--- config.mk ---
export PLATFORM = sky130hd
export DESIGN_NAME = hazard_unit
export DESIGN_NICKNAME = d
export VERILOG_FILES = /design/src/rtl/hazard_unit.sv
export SDC_FILE = /design/constraint.sdc
export NUM_CORES = 1
export LEC_CHECK = 0
export BUFFER_PORTS_ARGS = -buffer_cell sky130_fd_sc_hd__buf_2
export CORE_UTILIZATION = 55
export CTS_CLUSTER_SIZE = 8
export DETAILED_ROUTE_END_ITERATION = 8
export HOLD_SLACK_MARGIN = 0.12
export PLACE_DENSITY = 0.81
export SLEW_MARGIN = 0
export SYNTH_ARGS = -nofsm -noshare
export SYNTH_HDL_FRONTEND = slang
export SYNTH_SLANG_ARGS = --single-unit
--- constraint.sdc ---
create_clock -name clk -period 5.65 [get_ports clk]
set_clock_uncertainty 0.15 [all_clocks]
set_input_delay 0.565 -clock clk [delete_from_list [all_inputs] [get_ports clk]]
set_output_delay 0.565 -clock clk [all_outputs]
set_load 0.01 [all_outputs]
--- src/rtl/hazard_unit.sv ---
// Pipeline hazard resolution: operand forwarding, load-use stall, branch flush,
// and a RUN/WAIT/ERR freeze FSM for multi-cycle data-memory accesses.
module hazard_unit #(
  parameter int TIMEOUT = 16,
  parameter int CNT_W   = 32
) (
  input  logic             clk,
  input  logic             reset,
  input  logic [4:0]       Rs1D,
  input  logic [4:0]       Rs2D,
  input  logic [4:0]       Rs1E,
  input  logic [4:0]       Rs2E,
  input  logic [4:0]       RdE,
  input  logic [4:0]       RdM,
  input  logic [4:0]       RdW,
  input  logic             RegWriteM,
  input  logic             RegWriteW,
  input  logic             ResultSrcb0E,
  input  logic             PCSrcE,
  input  logic             MemReqM,
  input  logic             MemReadyM,
  output logic [1:0]       ForwardAE,
  output logic [1:0]       ForwardBE,
  output logic             StallF,
  output logic             StallD,
  output logic             StallE,
  output logic             StallM,
  output logic             FlushD,
  output logic             FlushE,
  output logic             FlushW,
  output logic             MemErr,
  output logic [CNT_W-1:0] StallCount,
  output logic [CNT_W-1:0] FlushCount
);

  localparam int CNT_BITS = $clog2(TIMEOUT + 1);
  localparam int WAIT_W   = (CNT_BITS > 5) ? CNT_BITS : 5;

  typedef enum logic [1:0] {
    RUN  = 2'd0,
    WAIT = 2'd1,
    ERR  = 2'd2
  } memState_t;

  memState_t         state;
  logic [WAIT_W-1:0] waitCnt;
  logic              memErr;
  logic [CNT_W-1:0]  stallCnt;
  logic [CNT_W-1:0]  flushCnt;

  logic              memStall;
  logic              lwStall;
  logic [1:0]        fwdA;
  logic [1:0]        fwdB;

  // M-stage result is newer than W-stage, so it wins when both match.
  function automatic logic [1:0] fwdSel(
    input logic [4:0] rs,
    input logic       regWriteM,
    input logic [4:0] rdM,
    input logic       regWriteW,
    input logic [4:0] rdW
  );
    if (regWriteM && (rdM != 5'd0) && (rdM == rs))
      return 2'b10;
    else if (regWriteW && (rdW != 5'd0) && (rdW == rs))
      return 2'b01;
    else
      return 2'b00;
  endfunction

  always_comb begin
    fwdA    = fwdSel(Rs1E, RegWriteM, RdM, RegWriteW, RdW);
    fwdB    = fwdSel(Rs2E, RegWriteM, RdM, RegWriteW, RdW);
    lwStall = ResultSrcb0E && (RdE != 5'd0) && ((RdE == Rs1D) || (RdE == Rs2D));
  end

  // The first missing cycle stalls from RUN without waiting for a state change.
  always_comb begin
    memStall = 1'b0;
    unique case (state)
      RUN, WAIT: memStall = MemReqM && !MemReadyM;
      ERR:       memStall = 1'b1;
      default:   memStall = 1'b1;
    endcase
  end

  always_comb begin
    ForwardAE = 2'b00;
    ForwardBE = 2'b00;
    StallF    = 1'b0;
    StallD    = 1'b0;
    StallE    = 1'b0;
    StallM    = 1'b0;
    FlushD    = 1'b0;
    FlushE    = 1'b0;
    FlushW    = 1'b0;
    if (!reset) begin
      FlushD = 1'b1;
      FlushE = 1'b1;
      FlushW = 1'b1;
    end else if (memStall) begin
      // Whole pipe frozen; E is re-evaluated once memory releases.
      ForwardAE = fwdA;
      ForwardBE = fwdB;
      StallF    = 1'b1;
      StallD    = 1'b1;
      StallE    = 1'b1;
      StallM    = 1'b1;
      FlushW    = 1'b1;
    end else begin
      ForwardAE = fwdA;
      ForwardBE = fwdB;
      StallF    = lwStall;
      StallD    = lwStall;
      FlushD    = PCSrcE;
      FlushE    = lwStall || PCSrcE;
    end
  end

  always_ff @(posedge clk) begin
    if (!reset) begin
      state   <= RUN;
      waitCnt <= '0;
      memErr  <= 1'b0;
    end else begin
      unique case (state)
        RUN: begin
          if (memStall) begin
            state   <= WAIT;
            waitCnt <= WAIT_W'(1);
          end
        end
        WAIT: begin
          if (MemReadyM || !MemReqM) begin
            state   <= RUN;
            waitCnt <= '0;
          end else if (waitCnt == WAIT_W'(TIMEOUT)) begin
            state  <= ERR;
            memErr <= 1'b1;
          end else begin
            waitCnt <= waitCnt + WAIT_W'(1);
          end
        end
        ERR: begin
          memErr <= 1'b1;
        end
        default: begin
          state  <= ERR;
          memErr <= 1'b1;
        end
      endcase
    end
  end

  always_ff @(posedge clk) begin
    if (!reset) begin
      stallCnt <= '0;
      flushCnt <= '0;
    end else begin
      if (StallF && (stallCnt != '1))
        stallCnt <= stallCnt + CNT_W'(1);
      if (FlushE && (flushCnt != '1))
        flushCnt <= flushCnt + CNT_W'(1);
    end
  end

  assign MemErr     = memErr;
  assign StallCount = stallCnt;
  assign FlushCount = flushCnt;

endmodule
==> qor.json <==
{
  "dp_hpwl": {"value": 7302, "unit": "um"},
  "irDropWorstVdd": {"value": 0.0001105, "unit": "V"},
  "antennaDiodeCount": {"value": 0},
  "power.density_cell_area": {"value": 204.2, "unit": "mW/mm^2"},
  "tritoncts": {"value": "built"},
  "library_cell_with_the_largest_summed_area_after_synthesis": {"value": "dfxtp_1"},
  "drv.max_cap_violation_count": {"value": 0},
  "dpl.cell_count": {"value": 704},
  "timing.critical_path.slowest_stage_cell": {"value": "or4_1"},
  "critPathMostFrequentCell": {"value": "buf_2"},
  "clock_latency": {"value": 0.34, "unit": "ns"},
  "total_negative_setup_slack": {"value": 0, "unit": "ns"},
  "power.share.sequential": {"value": 0.518},
  "area_of_the_core": {"value": 0.007292, "unit": "sq mm"},
  "switchingPower": {"value": 249.2, "unit": "uW"},
  "switching_share": {"value": 0.2488},
  "cts.root.buffer_cell": {"value": "clkbuf_8"},
  "post_cts.resized_instances": {"value": 0},
  "cp.required": {"value": 4.93, "unit": "ns"},
  "maxSlewViolCount": {"value": 0},
  "tritoncts.num_buffers": {"value": 9},
  "timing_hold_violations_final": {"value": 0},
  "drt-total-wl": {"value": 10220, "unit": "um"},
  "grt.overflow.total": {"value": 0},
  "grt_first_pass_wirelength": {"value": 16250, "unit": "um"},
  "dpl_worst_slack": {"value": 2.557, "unit": "ns"},
  "yosysWarnings": {"value": 0},
  "clkPwrFrac": {"value": 0.375},
  "critPathKind": {"value": "input port to output port"},
  "worstHoldPathType": {"value": "flip-flop to flip-flop"},
  "mappedNetlistNets": {"value": 561},
  "layout-drive-gt1-share": {"value": 0.2213},
  "yosysSeqAreaShare": {"value": 0.3462},
  "power_frac_comb": {"value": 0.107},
  "slew_headroom": {"value": 0.5034},
  "post-route-worst-setup-slack": {"value": 2.618, "unit": "ns"},
  "yosys.area.top_type_share": {"value": 0.3462},
  "ctsHtreeMaxLevel": {"value": 3},
  "initialDrtViolationCount": {"value": 235},
  "gp_routability_congestion": {"value": 0.8614},
  "critical_path_peak_fanout": {"value": 14},
  "reg2reg_slack": {"value": 2.78, "unit": "ns"},
  "pin_count_of_the_biggest_net_entering_global_routing": {"value": 57},
  "design.die.area": {"value": 0.007923, "unit": "sq mm"},
  "routed-via-count": {"value": 4269},
  "firstDrtPassIters": {"value": 5},
  "synth_flop_cell": {"value": "dfxtp_1"},
  "power.total": {"value": 1002, "unit": "uW"},
  "fp.dieH": {"value": 89.01, "unit": "um"},
  "worstReg2RegStart": {"value": "StallCount[1]"},
  "route.antenna.remaining_nets": {"value": 0},
  "worstPathCellList": {"value": "buf_2 -> or4_1 -> o21ai_0 -> a21oi_1 -> nand2_1 -> inv_1 -> buf_2"},
  "data_arrival_time_of_the_critical_path": {"value": 2.32, "unit": "ns"},
  "die-width": {"value": 89.01, "unit": "um"},
  "timing_worst_slew_pin_value": {"value": 0.7426, "unit": "ns"},
  "p_int": {"value": 752.6, "unit": "uW"},
  "timing.hold.worst.start": {"value": "MemErr"},
  "post_synth_num_cell_types": {"value": 51},
  "final.fill_count": {"value": 653},
  "nets": {"value": 663},
  "synth.area.top_cells": {"value": "dfxtp_1 (35%), xor2_1 (5.7%), a21oi_1 (5.6%)"},
  "reg2regPathDepth": {"value": 8},
  "portion_of_the_clock_cycle_consumed_by_the_worst_path_in_the_final_layout": {"value": 0.5367},
  "synth-seq-cells": {"value": 72},
  "mappedNetlistArea": {"value": 0.004164, "unit": "sq mm"},
  "initial_core_utilization": {"value": 0.5710},
  "routedWlPerCell": {"value": 14.24, "unit": "um"},
  "grt_usage": {"value": 0.2600},
  "synthesis.instances": {"value": 514},
  "layout.cells.most_common": {"value": "buf_2"},
  "final_core_utilization": {"value": 0.6726},
  "synth_edf_count": {"value": 0},
  "ioPinCount": {"value": 119},
  "grt_antenna_before_repair": {"value": 0},
  "cts_hold_repair.buffers": {"value": 0},
  "period_needed": {"value": 3.032, "unit": "ns"},
  "post_drt_via_cell_ratio": {"value": 5.946},
  "synth_to_final_area_change": {"value": 17.79, "unit": "%"},
  "max_freq": {"value": 329.8, "unit": "MHz"},
  "drc": {"value": 0},
  "status": {"value": "finished clean"},
  "clk_pin_slew": {"value": 0.06, "unit": "ns"},
  "buffer_ports.inserted": {"value": 118},
  "worst_setup_path_start_kind": {"value": "input port"},
  "most_used_cells_in_the_layout_excluding_fill_and_tap_cells": {"value": "buf_2 (118), dfxtp_1 (72), a21oi_1 (47)"},
  "min_delay_path_depth": {"value": 1},
  "instances_no_fill": {"value": 718},
  "max_stage_delay": {"value": 0.50, "unit": "ns"},
  "leakagePower": {"value": 0.001903, "unit": "uW"},
  "asyncSetResetFlopFracSynth": {"value": 0},
  "syn_avg_cell_area": {"value": 8.101, "unit": "sq um"},
  "grt_pass1_vias": {"value": 3618},
  "setup.worst_path.end_class": {"value": "output port"},
  "timing.rr.end": {"value": "StallCount[31]"},
  "cts_max_path_buffers": {"value": 2},
  "clock_sinks": {"value": 72},
  "num_rows": {"value": 31},
  "setup_repair_after_global_routing_missed_its_margin": {"value": "no"},
  "cts_setup_buffers": {"value": 0},
  "min_delay_worst_endpoint": {"value": "MemErr"},
  "setup_viol": {"value": 0}
}
## power by group through the flow
stage / logic [uW] / clock network (uW) / registers, uW
final: 108 / 375 / 519
after global routing: 119 / 405 / 519
after detailed placement: 107 / 0 / 530
after CTS: 107 / 383 / 519
after floorplan: 70.5 / 0 / 531
after global placement: 103 / 0 / 530
## routing by layer
metal	up-vias	global-route usage	share of wire
li1	2123	-	-
met1	1995	0.3219	0.44
met2	129	0.4385	0.49
met3	22	0.04894	0.054
met4	0	0.1227	0.023
met5	-	0	0
## cell families (layout without fill, tap and decap cells)
kind of cell	after synthesis	in the layout	share of synthesized area
and+or+nand+nor	233	233	0.3224
AOI/OAI and AO/OA	112	112	0.1611
DFF	72	72	0.3462
buffers and inverters	44	149	0.05138
xor gates and xnor gates	37	37	0.07782
muxes	12	12	0.02915
adders and majority gates	4	4	0.01202
## worst max path at each step
stage,to,slack (ns),startpoint
global route,FlushE,2.44,RdE[1]
detailed placement,FlushCount[8],2.56,reset
global placement,FlushCount[8],2.61,reset
floorplan,ForwardBE[0],3.13,RdM[1]
CTS,ForwardBE[0],2.64,reset
finish,FlushE,2.62,RdE[1]
## flip-flops by register name (all words and copies together), names as in the netlist
signal and count:
FlushCount 32, MemErr 1, waitCnt 5, state 2, StallCount 32
## cell type report
type | instances | area (sq um) | share of cell area
Tap cell | 99 | 123.9 | 0.02526
Clock buffer | 13 | 138.9 | 0.02832
Clock inverter | 1 | 30.03 | 0.006122
Sequential cell | 72 | 1441 | 0.2939
Timing Repair Buffer | 120 | 605.6 | 0.1235
Multi-Input combinational cell | 398 | 2509 | 0.5115
Inverter | 15 | 56.30 | 0.01148
## critical path: cells and delay by family
family | cells | cell delay (ns)
simple gates | 2 | 0.83
compound gates | 2 | 0.51
buf+inv | 3 | 0.40
## synth_stat cells, drive strengths merged, types with 9 or more instances
master / instances
inv: 15
or4: 30
nand4: 21
nor4: 13
o31ai: 20
nand2: 43
nand3: 32
dfxtp: 72
a21oi: 47
nand2b: 11
clkbuf: 18
nor2: 27
xor2: 27
or3: 24
and4: 9
xnor2: 10
buf: 11
o21ai: 25
mux2i: 11
## through the flow
stage                     area (sq um)  hold WS (ns)
after floorplan                   4164        0.3290
after global placement            4736        0.2809
after detailed placement          4736        0.2843
after CTS                         4905        0.2994
after global routing              4905        0.3164
final                             4905        0.2962
Power figures use the tool's default switching activity.
